--- config.mk ---
export PLATFORM = sky130hd
export DESIGN_NAME = dmem_access_ctrl
export DESIGN_NICKNAME = d
export VERILOG_FILES = /design/src/rtl/dmem_access_ctrl_pkg.sv /design/src/rtl/dmem_access_ctrl_lane_merge_extract.sv /design/src/rtl/dmem_access_ctrl.sv
export SDC_FILE = /design/constraint.sdc
export NUM_CORES = 1
export LEC_CHECK = 0
export BUFFER_PORTS_ARGS = -buffer_cell sky130_fd_sc_hd__buf_2
export CAP_MARGIN = 40
export CELL_PAD_IN_SITES_DETAIL_PLACEMENT = 0
export CELL_PAD_IN_SITES_GLOBAL_PLACEMENT = 1
export CORE_ASPECT_RATIO = 1.25
export CORE_MARGIN = 3
export CORE_UTILIZATION = 33
export DETAILED_ROUTE_END_ITERATION = 7
export GPL_TIMING_DRIVEN = 0
export HOLD_SLACK_MARGIN = 0.08
export PLACE_DENSITY = 0.74
export SYNTH_ARGS = -nofsm -noshare
export SYNTH_HDL_FRONTEND = slang
export SYNTH_SLANG_ARGS = --single-unit
export TNS_END_PERCENT = 20
--- constraint.sdc ---
create_clock -name clk -period 2.6 [get_ports clk]
set_clock_uncertainty 0.05 [all_clocks]
set_input_delay 0.39 -clock clk [delete_from_list [all_inputs] [get_ports clk]]
set_output_delay 0.39 -clock clk [all_outputs]
set_load 0.01 [all_outputs]
--- src/rtl/dmem_access_ctrl_pkg.sv ---
// rtl/dmem_access_ctrl_pkg.sv - shared sizes, states and address check for the dmem access controller
package dmem_access_pkg;

   // Access size encoding on req_size; 2'b11 is never a legal access
   localparam logic [1:0] SZ_BYTE = 2'b00;
   localparam logic [1:0] SZ_HALF = 2'b01;
   localparam logic [1:0] SZ_WORD = 2'b10;

   // Byte address that lands on dmem word 0
   localparam logic [31:0] DMEM_BASE_DEFAULT = 32'h1001_0000;

   typedef enum logic [1:0] {
      ST_IDLE   = 2'd0,
      ST_ACCESS = 2'd1,
      ST_MERGE  = 2'd2,
      ST_RESP   = 2'd3
   } state_t;

   // Reject a request before it touches memory: bad size, misaligned, or past the window.
   // off is the wrapped byte offset from the window base, so addresses below the base
   // become huge offsets and fail the window test as well.
   function automatic logic access_err(input logic [1:0] size,
                                       input logic [31:0] off,
                                       input int unsigned depth);
      logic [31:0] lim;
      logic        bad;
      lim = {depth[29:0], 2'b00};
      case (size)
         SZ_BYTE: bad = 1'b0;
         SZ_HALF: bad = off[0];
         SZ_WORD: bad = (off[1:0] != 2'b00);
         default: bad = 1'b1;
      endcase
      return bad | (off >= lim);
   endfunction

endpackage

--- src/rtl/dmem_access_ctrl_lane_merge_extract.sv ---
// rtl/dmem_access_ctrl_lane_merge_extract.sv - little-endian lane extract/extend for loads and lane insert for stores
module lane_merge_extract
   import dmem_access_pkg::*;
(
   input  logic [1:0]  i_size,
   input  logic        i_unsigned,
   input  logic [1:0]  i_lane,
   input  logic [31:0] i_rword,
   input  logic [31:0] i_old,
   input  logic [31:0] i_wdata,
   output logic [31:0] o_load,
   output logic [31:0] o_merge
);

   logic [7:0]  w_byte;
   logic [15:0] w_half;

   // Pick the addressed byte and halfword out of the read word
   always_comb begin
      w_byte = i_rword[7:0];
      case (i_lane)
         2'd0:    w_byte = i_rword[7:0];
         2'd1:    w_byte = i_rword[15:8];
         2'd2:    w_byte = i_rword[23:16];
         default: w_byte = i_rword[31:24];
      endcase
      w_half = i_lane[1] ? i_rword[31:16] : i_rword[15:0];
   end

   // Sign- or zero-extend the selected lane into a full load result
   always_comb begin
      o_load = i_rword;
      case (i_size)
         SZ_BYTE: o_load = {{24{~i_unsigned & w_byte[7]}}, w_byte};
         SZ_HALF: o_load = {{16{~i_unsigned & w_half[15]}}, w_half};
         default: o_load = i_rword;
      endcase
   end

   // Replace only the addressed lane of the old word with the right-justified store data
   always_comb begin
      o_merge = i_old;
      case (i_size)
         SZ_BYTE: begin
            case (i_lane)
               2'd0:    o_merge[7:0]   = i_wdata[7:0];
               2'd1:    o_merge[15:8]  = i_wdata[7:0];
               2'd2:    o_merge[23:16] = i_wdata[7:0];
               default: o_merge[31:24] = i_wdata[7:0];
            endcase
         end
         SZ_HALF: begin
            if (i_lane[1]) o_merge[31:16] = i_wdata[15:0];
            else           o_merge[15:0]  = i_wdata[15:0];
         end
         default: o_merge = i_wdata;
      endcase
   end

endmodule

--- src/rtl/dmem_access_ctrl.sv ---
// rtl/dmem_access_ctrl.sv - single-outstanding load/store initiator for the word-wide dmem port
module dmem_access_ctrl
   import dmem_access_pkg::*;
#(
   parameter logic [31:0] DMEM_BASE = DMEM_BASE_DEFAULT,
   parameter int unsigned DEPTH     = 1024,
   parameter int unsigned AW        = 11
)(
   input  logic          clk,
   input  logic          rst,
   input  logic          req_valid,
   output logic          req_ready,
   input  logic          req_we,
   input  logic [1:0]    req_size,
   input  logic          req_unsigned,
   input  logic [31:0]   req_addr,
   input  logic [31:0]   req_wdata,
   output logic          resp_valid,
   output logic          resp_err,
   output logic [31:0]   resp_rdata,
   output logic          dmem_ena,
   output logic          dmem_write,
   output logic          dmem_read,
   output logic [AW-1:0] dmem_addr,
   output logic [31:0]   dmem_wdata,
   input  logic [31:0]   dmem_rdata
);

   state_t        r_state;
   state_t        w_next;

   logic          r_we;
   logic [1:0]    r_size;
   logic          r_unsigned;
   logic [AW-1:0] r_index;
   logic [1:0]    r_lane;
   logic [31:0]   r_wdata;
   logic          r_err;
   logic [31:0]   r_old;
   logic [31:0]   r_rdata;

   logic [31:0]   w_off;
   logic          w_err;
   logic [31:0]   w_load;
   logic [31:0]   w_merge;

   assign w_off      = req_addr - DMEM_BASE;
   assign w_err      = access_err(req_size, w_off, DEPTH);
   assign resp_rdata = r_rdata;

   lane_merge_extract u_lane (
      .i_size     (r_size),
      .i_unsigned (r_unsigned),
      .i_lane     (r_lane),
      .i_rword    (dmem_rdata),
      .i_old      (r_old),
      .i_wdata    (r_wdata),
      .o_load     (w_load),
      .o_merge    (w_merge)
   );

   // State register; reset drops any in-flight access back to idle
   always_ff @(posedge clk) begin
      if (rst) r_state <= ST_IDLE;
      else     r_state <= w_next;
   end

   // Next state and all dmem/response strobes decoded from the current state
   always_comb begin
      w_next     = r_state;
      req_ready  = 1'b0;
      resp_valid = 1'b0;
      resp_err   = 1'b0;
      dmem_ena   = 1'b0;
      dmem_write = 1'b0;
      dmem_read  = 1'b0;
      dmem_addr  = '0;
      dmem_wdata = '0;
      case (r_state)
         ST_IDLE: begin
            req_ready = 1'b1;
            if (req_valid) w_next = w_err ? ST_RESP : ST_ACCESS;
         end
         ST_ACCESS: begin
            dmem_ena  = 1'b1;
            dmem_addr = r_index;
            if (r_we && (r_size == SZ_WORD)) begin
               dmem_write = 1'b1;
               dmem_wdata = r_wdata;
               w_next     = ST_RESP;
            end else if (r_we) begin
               dmem_read = 1'b1;
               w_next    = ST_MERGE;
            end else begin
               dmem_read = 1'b1;
               w_next    = ST_RESP;
            end
         end
         ST_MERGE: begin
            dmem_ena   = 1'b1;
            dmem_write = 1'b1;
            dmem_addr  = r_index;
            dmem_wdata = w_merge;
            w_next     = ST_RESP;
         end
         ST_RESP: begin
            resp_valid = 1'b1;
            resp_err   = r_err;
            w_next     = ST_IDLE;
         end
         default: w_next = ST_IDLE;
      endcase
   end

   // Request latch, read capture and result register; resp_rdata only changes on the way into RESP
   always_ff @(posedge clk) begin
      if (rst) begin
         r_we       <= 1'b0;
         r_size     <= SZ_BYTE;
         r_unsigned <= 1'b0;
         r_index    <= '0;
         r_lane     <= 2'b00;
         r_wdata    <= '0;
         r_err      <= 1'b0;
         r_old      <= '0;
         r_rdata    <= '0;
      end else begin
         case (r_state)
            ST_IDLE: begin
               if (req_valid) begin
                  r_we       <= req_we;
                  r_size     <= req_size;
                  r_unsigned <= req_unsigned;
                  r_index    <= w_off[AW+1:2];
                  r_lane     <= w_off[1:0];
                  r_wdata    <= req_wdata;
                  r_err      <= w_err;
                  if (w_err) r_rdata <= '0;
               end
            end
            ST_ACCESS: begin
               if (!r_we)                  r_rdata <= w_load;
               else if (r_size == SZ_WORD) r_rdata <= '0;
               else                        r_old   <= dmem_rdata;
            end
            ST_MERGE: r_rdata <= '0;
            default: ;
         endcase
      end
   end

endmodule

# Word level (Yosys, flattened, before mapping)
# Cells that the tools add are included.
[op_classes] n_addsub=1 order_cmp=1 eq_ne=12 muxes=32 bitwise=5 n_reduce_logical=12
[op_table] operator="case mux 32 bit (2 select lines)" n=3
[op_table] operator="2-to-1 mux 32 bit" n=5
[op_table] operator="case mux 32 bit (3 select lines)" n=1
[op_table] operator="2-to-1 mux 16 bit" n=3
[op_table] operator="greater-or-equal comparator 32 x 13 -> 1 bit, second input constant" n=1
[op_table] operator="2-to-1 mux 8 bit" n=4
[op_table] operator="subtractor 32 x 29 -> 32 bit, second input constant" n=1
[op_table] operator="case mux 8 bit (3 select lines)" n=1
[op_table] operator="2-to-1 mux 11 bit" n=1
[op_table] operator="equality test 2 bit, second input constant" n=5
[op_table] operator="2-to-1 mux 1 bit" n=9
[op_table] operator="equality test 2 x 1 -> 1 bit, second input constant" n=4
[op_table] operator="zero test 2 bit" n=4
[op_table] operator="case mux 2 bit (4 select lines)" n=1
[op_table] operator="2-to-1 mux 2 bit" n=2
[op_table] operator="inequality test 2 bit, second input constant" n=2
[op_table] operator="AND reduction 4 bit" n=1
[op_table] operator="inequality test 3 bit, second input constant" n=1
[op_table] operator="case mux 1 bit (3 select lines)" n=1
[op_table] operator="AND reduction 3 bit" n=1
[op_table] operator="nonzero test 3 bit" n=1
[op_table] operator="OR reduction 3 bit" n=1
[op_table] operator="bitwise AND 1 bit" n=2
[op_table] operator="inverter 1 bit" n=2
[op_table] operator="other kinds (6)" n=6
[word_totals] ff_bits=116 inputBits=103 wordCells=73

# Depth between registers and ports, before layout
# Gate-level depths: netlist of the first run.
[depth] ltp_word=7 depth_mapped=9 ltp_nobuf=7

# By module
# From an unflattened synthesis of the first run, not the netlist that was laid out.
[hier_totals] cells_unflattened=879 area_unflattened_um2=6802.8
[by_module_without_submodules] module="dmem_access_ctrl" n_inst=1 cells_per_inst=639 area_per_inst_um2=5290.1 seq_area_each_um2=2322.2
[by_module_without_submodules] module="lane_merge_extract" n_inst=1 cells_per_inst=240 area_per_inst_um2=1512.7 seq_area_each_um2=0.0

# Worst setup path before layout of the first run
# Ideal clock, no wire load.
[synth_path] path_type="in2reg" startpoint="in req_addr[24]" endpoint="reg r_rdata[14] (netlist: resp_rdata[14])" setup_time_ns=0.121 t_arrival_ns=2.513 path_slack_ns=-0.084 stages=7 path_buffers=2 cell_sequence="or4_1 -> or4_1 -> maj3_2 -> o31a_1 -> buf_6 -> buf_8 -> mux2_4"
[synth_between] elab_chain_cells=5
[synth_lines] element="from (decl)" line_no="dmem_access_ctrl.sv:16" source="input logic [31:0] req_addr,"
[synth_lines] element="subtractor 32 x 29 -> 32 bit" line_no="dmem_access_ctrl.sv:47" source="assign w_off = req_addr - DMEM_BASE;"
[synth_lines] element="greater-or-equal comparator 32 x 13 -> 1 bit" line_no="dmem_access_ctrl_pkg.sv:34" source="return bad | (off >= lim);"
[synth_lines] element="bitwise OR 1 bit" line_no="dmem_access_ctrl_pkg.sv:34"
[synth_lines] element="inequality test 2 bit (no line)"
[synth_lines] element="AND reduction 4 bit (no line)"
[synth_lines] element="to (signal assigned)" line_no="dmem_access_ctrl.sv:142" source="if (!r_we) r_rdata <= w_load;"
[synth_lines] element="to (decl)" line_no="dmem_access_ctrl.sv:40" source="logic [31:0] r_rdata;"
# No other way between the ends.
# A chain may end at the register's enable or synchronous reset.

# Final worst setup path of the first run
[layout_path] startpoint="reg r_size[0]" endpoint="out dmem_wdata[4]"
[layout_between] elab_chain_cells=4 elab_cells_between_ends=7
[layout_lines] element="from (decl)" line_no="dmem_access_ctrl.sv:33" source="logic [1:0] r_size;"
[layout_lines] element="from (signal assigned)" line_no="dmem_access_ctrl.sv:132" source="r_size <= req_size;"
[layout_lines] element="equality test 2 bit" line_no="dmem_access_ctrl.sv:87" source="if (r_we && (r_size == SZ_WORD)) begin"
[layout_lines] element="logical AND 1 bit" line_no="dmem_access_ctrl.sv:87"
[layout_lines] element="2-to-1 mux 32 bit" line_no="dmem_access_ctrl.sv:87"
[layout_lines] element="case mux 32 bit (2 select lines) *" line_no="dmem_access_ctrl.sv:79" source="case (r_state)"
[layout_lines] element="to (decl)" line_no="dmem_access_ctrl.sv:25" source="output logic [31:0] dmem_wdata,"
# Every way passes the cells marked *; elsewhere a longest branch is shown, timed or not.

==> results of run 1 <==
## per-stage QoR
stage          hold slack (ns)  worst slack (ns)
4_1_cts                 0.1445         -0.007163
5_1_grt                 0.1436          -0.04932
2_1_floorplan           0.3817          -0.07117
3_5_place_dp            0.3923           -0.5093
3_3_place_gp            0.3869           -0.4648
6_report                0.1597           0.03851
## registers in the layout (all words and copies together) (netlist names)
| register | cells |
|---|---|
| r_size | 2 |
| resp_rdata | 32 |
| r_old | 32 |
| r_unsigned | 1 |
| r_index | 11 |
| r_lane | 2 |
| r_err | 1 |
| r_we | 1 |
| r_wdata | 32 |
| r_state | 2 |
## layer usage
layer,share of wire,vias to the layer above,GRT usage,routed length [microns]
met5,0,-,0,0
met1,0.44,2987,0.2902,10140
met2,0.48,263,0.3757,11140
met4,0.019,0,0.07331,442
met3,0.058,32,0.04624,1344
li1,-,3108,-,-
## power groups by stage
stage	Clock (W)	Sequential [W]	Combinational, W
CTS	0.00250	0.00226	0.00284
floorplan	0	0.00223	0.00183
detailed placement	0	0.00227	0.00269
global placement	0	0.00227	0.00268
finish	0.00248	0.00228	0.00294
global route	0.00259	0.00231	0.00319
## repair_timing
item | CTS | global route
hold buffers | 0 | 0
endpoints found under the setup margin | 43 | 38
resized for setup | 62 | 40
setup buffers | 2 | 2
pin swaps | 2 | 6
## how the worst max path moves through the flow
stage                            startpoint                           to  slack, ns  cells past startpoint
floorplan                      req_addr[24]  resp_rdata[14]$_SDFFE_PP0P_      -0.07                      7
global placement     r_lane[1]$_SDFFE_PP0P_               dmem_wdata[17]      -0.46                      7
detailed placement  r_state[0]$_SDFFE_PP0N_                dmem_wdata[4]      -0.51                      8
CTS                  r_lane[0]$_SDFFE_PP0P_               dmem_wdata[14]     -0.007                      7
global route        r_state[1]$_SDFFE_PP0N_                dmem_wdata[7]      -0.05                      8
finish               r_size[0]$_SDFFE_PP0P_                dmem_wdata[4]       0.04                      6
## kinds of logic (layout without fill, tap and decap cells)
| group | Yosys count | after routing | share of synthesized area |
|---|---|---|---|
| compound gates | 242 | 242 | 0.2368 |
| fa+ha+maj | 5 | 5 | 0.01003 |
| buf+inv | 67 | 283 | 0.04747 |
| flops | 116 | 116 | 0.3798 |
| simple gates | 293 | 293 | 0.2171 |
| mux | 57 | 57 | 0.1089 |
## Yosys cell counts (4+ instances only)
| library cell | instances |
|---|---|
| ha_1 | 4 |
| nor3_1 | 6 |
| nand2_1 | 187 |
| a21boi_0 | 11 |
| o2bb2ai_1 | 8 |
| and2_1 | 21 |
| o21ai_0 | 41 |
| nor2b_1 | 35 |
| mux2_2 | 18 |
| clkbuf_1 | 51 |
| nand2b_1 | 22 |
| o221ai_1 | 16 |
| dfxtp_1 | 116 |
| o21a_1 | 9 |
| o22ai_1 | 9 |
| nor2_1 | 14 |
| a22oi_1 | 8 |
| buf_1 | 6 |
| mux2i_1 | 26 |
| a21oi_1 | 121 |
| inv_1 | 4 |
| mux2_4 | 12 |
| o22a_1 | 14 |
| or4_1 | 4 |
## worst register-to-register path, stage by stage, from the launching register on
cell	delay, ns
dfxtp_4	0.39
mux4_2	0.55
a21oi_2	0.42
a21boi_0	0.24
clkbuf_1	0.22
o21ai_0	0.13
mux2i_1	0.11
## final cells by class
class | count | area [sq um]
flip-flops and latches | 116 | 2337
plain buffers | 58 | 351.6
clock inverters | 13 | 181.4
repair buffers | 187 | 949.7
well taps | 228 | 285.3
multi-input cells | 597 | 3714
fillers | 1962 | 9883
clock buffers | 19 | 432.9
inverters | 6 | 32.53
==> metrics.csv, run 1 <==
metric,value,unit
setup_viol,0,
r2r-end,resp_rdata[29]$_SDFFE_PP0P_,
numCtsBuffers,17,
worstPathCellList,"nand2b_4, a21oi_1, a21oi_4, a22oi_1, nor2b_1, buf_2",
routabilityCongestion,0.9064,
core-area,18170,sq um
instances_no_fill,1224,
irDropWorstVdd,0.4874,mV
rows,55,
vias_per_cell,5.221,
grt_pass1_vias,5990,
hpwl,17710,microns
cp_slowest_cell,dfxtp_2,
post-route-util,0.4560,
cp-end-kind,output port,
synth_flop_cell,dfxtp_1,
p_comb_frac,0.382,
ys_warn_count,0,
synth_edf_count,0,
syn_area,6115,sq um
fp.dieArea,20210,sq um
portBuffers,182,
seq_power_share,0.297,
tightestPinTransition,0.6335,ns
relSlewSlack,0.5776,
grt_pass1_wl,34720,microns
clock_path_buffers,2,
die_h,158.2,microns
syn_inst,780,
cts.sinks,116,
synth_seq_area_share,0.3798,
power.total,0.007695,W
antenna_cells,0,
num-nets-final,1090,
clock_latency,0.41,ns
wl_per_cell,18.85,microns
die_w,127.8,microns
crit_family,compound AO/OA/AOI/OAI gates,
r2r_cells,6,
arrival,2.12,ns
clkPwrFrac,0.322,
path_max_fanout,10,
drt.antenna.violating_nets,0,
fin_crit,2.561,ns
swShare,0.3682,
p_int,0.004862,W
drv_slew,0,
p_leak,3.340,nW
critPathKind,flop to output port,
max_stage_delay,0.48,ns
min_path_cells,3,
grtUsageTotal,0.2247,
final_common_cell,buf_2,
max_cap_violations,0,
syn_to_final_growth,35.48,%
syn-num-nets,887,
ys_seq_elements,116,
drt_iter0_drc,457,
dpl_cell_area,7320,sq um
gr-total-overflow,0,
htreeDepth,4,
route.detailed.drc,0,
routed_wl,23070,microns
hold_path.class,input port to flop,
async_flop_share,0,
ys_top_cells_by_area,"dfxtp_1 (38%), nand2_1 (11%), a21oi_1 (9.9%)",
yosys.area.top_type,dfxtp_1,
io_pins,184,
ctsRootBufferMaster,clkbuf_16,
rsz0062_at_grt,true,
first_pass_iters,5,
grt_start_max_net_pins,17,
powerDensity,928.9,nW/um^2
finalCritPeriodShare,0.9852,
grt_antenna_before_repair,0,
crit_required,2.16,ns
status,completed,
hp-start,req_addr[3],
cts_tree,yes,
rrSetupSlack,0.37,ns
placedCellCount,1191,
p_switching,0.002833,W
initial_core_util,0.3366,
syn_avg_cell_area,7.839,sq um
worst_setup_path_start_kind,flop,
drive_gt1_frac,0.3102,
detailroute.via_count,6390,
tns,0,ns
hold_violations,0,
synth_top_area_frac,0.3798,
fin_area,8284,sq um
min_to,r_index[1]$_SDFFE_PP0P_,
r2r-start,r_lane[0]$_SDFFE_PP0P_,
path_clk_slew,0.05,ns
layout_common_cells,"buf_2 (183), nand2_1 (182), a21oi_1 (117), dfxtp_1 (110), o21ai_0 (41)",
critPathBufInv,1,
ys_types,39,
fmax,0.3904,GHz
No activity file was read; power rests on OpenSTA's default activity.
==> run 2: changes to the inputs <==
--- a/constraint.sdc
+++ b/constraint.sdc
@@ -3,3 +3,3 @@
 set_input_delay 0.39 -clock clk [delete_from_list [all_inputs] [get_ports clk]]
 set_output_delay 0.39 -clock clk [all_outputs]
-set_load 0.01 [all_outputs]
+set_load 0.02 [all_outputs]
==> run 2 against run 1 <==
Net effect: flip-flop and latch count unchanged; sequential share of layout area decreased by 0.37 points; routed wire length increased by 0.57%; combinational power increased by 5%; global-route usage about the same; final cell count increased by 0.16%; via count decreased by 0.41%; maximum frequency decreased by 0.21%; critical path depth unchanged; die area unchanged; design area increased by 1.3%; critical endpoint is now dmem_wdata[2]; largest power group unchanged.
==> metrics.csv, run 2 (synthesis gave the netlist of run 1 again) <==
metric,value,unit,change
path_clk_slew,0.06,ns,about the same
clkPwrFrac,0.316,,-0.006
setup_viol,0,,unchanged
portBuffers,182,,unchanged
fin_area,8396,sq um,+1.3%
cts_tree,yes,,
powerDensity,937.2,nW/um^2,+0.90%
worstPathCellList,"nand2b_4, a21oi_1, a21oi_4, a22oi_1, nor2b_1, buf_4",,
arrival,2.13,ns,about the same
die_w,127.8,microns,unchanged
ctsRootBufferMaster,clkbuf_16,,
rows,55,,unchanged
drt_iter0_drc,455,,-0.44%
critPathKind,flop to output port,,
numCtsBuffers,17,,unchanged
drv_slew,0,,unchanged
status,completed,,
core-area,18170,sq um,unchanged
swShare,0.3782,,+0.01008
p_comb_frac,0.394,,+0.012
path_max_fanout,10,,unchanged
hold_path.class,input port to flop,,
relSlewSlack,0.5664,,-0.01123
die_h,158.2,microns,unchanged
clock_path_buffers,2,,unchanged
vias_per_cell,5.191,,-0.57%
syn_to_final_growth,37.30,%,
clock_latency,0.42,ns,about the same
fin_crit,2.567,ns,+0.005387 ns
detailroute.via_count,6364,,-0.41%
gr-total-overflow,0,,unchanged
num-nets-final,1092,,+0.18%
grt_start_max_net_pins,17,,unchanged
routabilityCongestion,0.9064,,unchanged
p_leak,3.360,nW,+0.61%
max_stage_delay,0.48,ns,about the same
htreeDepth,4,,unchanged
p_int,0.004892,W,+0.62%
dpl_cell_area,7320,sq um,unchanged
finalCritPeriodShare,0.9873,,+0.002072
worst_setup_path_start_kind,flop,,
place_ws,-0.5429,ns,-0.03358 ns
irDropWorstVdd,0.4956,mV,+1.7%
grt_pass1_wl,34770,microns,+0.14%
grtUsageTotal,0.2251,,+0.0003528
drt.antenna.violating_nets,0,,unchanged
max_cap_violations,0,,unchanged
seq_power_share,0.291,,-0.006
fp.dieArea,20210,sq um,unchanged
layout_common_cells,"nand2_1 (182), buf_2 (164), a21oi_1 (114), dfxtp_1 (110), o21ai_0 (41)",,
power.total,0.007869,W,+2.3%
rsz0062_at_grt,true,,
io_pins,184,,unchanged
wl_per_cell,18.92,microns,+0.40%
tightestPinTransition,0.6504,ns,+0.01685 ns
hold_violations,0,,unchanged
cp_slowest_cell,dfxtp_2,,
cp-end-kind,output port,,
grt_antenna_before_repair,0,,unchanged
first_pass_iters,5,,unchanged
drive_gt1_frac,0.3236,,+0.01341
hpwl,17710,microns,unchanged
crit_family,compound AO/OA/AOI/OAI gates,,
cts_hold_buf,0,,unchanged
fmax,0.3896,GHz,-0.21%
route.detailed.drc,0,,unchanged
initial_core_util,0.3366,,unchanged
critPathBufInv,1,,unchanged
crit_required,2.16,ns,about the same
worst_slack,0.03312,ns,-0.005387 ns
routed_wl,23200,microns,+0.57%
grt_pass1_vias,6009,,+0.32%
cts.sinks,116,,unchanged
antenna_cells,0,,unchanged
p_switching,0.002976,W,+5.1%
final_common_cell,nand2_1,,
-- run 2: power by group through the flow --
stage | logic [W] | clock network, W | registers [W]
global placement | 0.00280 | 0 | 0.00227
detailed placement | 0.00281 | 0 | 0.00227
global route | 0.00335 | 0.00259 | 0.00231
finish | 0.00310 | 0.00248 | 0.00229
floorplan | 0.00190 | 0 | 0.00228
CTS | 0.00297 | 0.00250 | 0.00227
-- run 2: repair_timing --
item / CTS / global route
gates cloned: 1 / 0
setup buffers: 2 / 3
gates resized for setup: 80 / 59
pin swaps: 4 / 12
setup endpoints to repair: 44 / 49
-- run 2: worst register-to-register path, delay by kind of cell, from the launching register on --
kind                   cells  cell delay (ns)
AO/OA/AOI/OAI              3             0.81
multiplexers               2             0.64
flip-flops                 1             0.39
buffers and inverters      1             0.23
-- run 2: worst paths after layout --
kind	start	to	slack, ns	cells past startpoint
max	r_size[0]$_SDFFE_PP0P_	dmem_wdata[2]	0.03	6
min	req_wdata[22]	r_wdata[22]$_SDFFE_PP0P_	0.16	3
max reg2reg	r_lane[0]$_SDFFE_PP0P_	resp_rdata[31]$_SDFFE_PP0P_	0.36	6
min reg2reg	r_index[4]$_SDFFE_PP0P_	r_index[4]$_SDFFE_PP0P_	0.40	2
-- run 2: cell type report --
type / count / area (sq um)
clock buffers: 19 / 432.9
fillers: 1954 / 9772
multi-input cells: 597 / 3750
repair buffers: 189 / 1026
plain buffers: 58 / 350.3
well taps: 228 / 285.3
flip-flops and latches: 116 / 2337
clock inverters: 13 / 181.4
inverters: 6 / 32.53
-- run 2: metrics by stage --
stage                     TNS [ns]  hold WS, ns    util  cells
after floorplan            -0.8337       0.3817       -    780
after global placement      -20.57       0.3869  0.4026   1190
after detailed placement    -17.71       0.3923  0.4029   1191
after CTS                 -0.01727       0.1445  0.4514   1223
after global routing       -0.4855       0.1436  0.4621   1226
final                            0       0.1564  0.4621   1226
-- run 2: layer usage --
| metal | global-route usage | part of all wire |
|---|---|---|
| met1 | 0.2902 | 0.44 |
| met2 | 0.3747 | 0.48 |
| met4 | 0.07634 | 0.021 |
| met3 | 0.04725 | 0.065 |
| met5 | 0 | 0 |
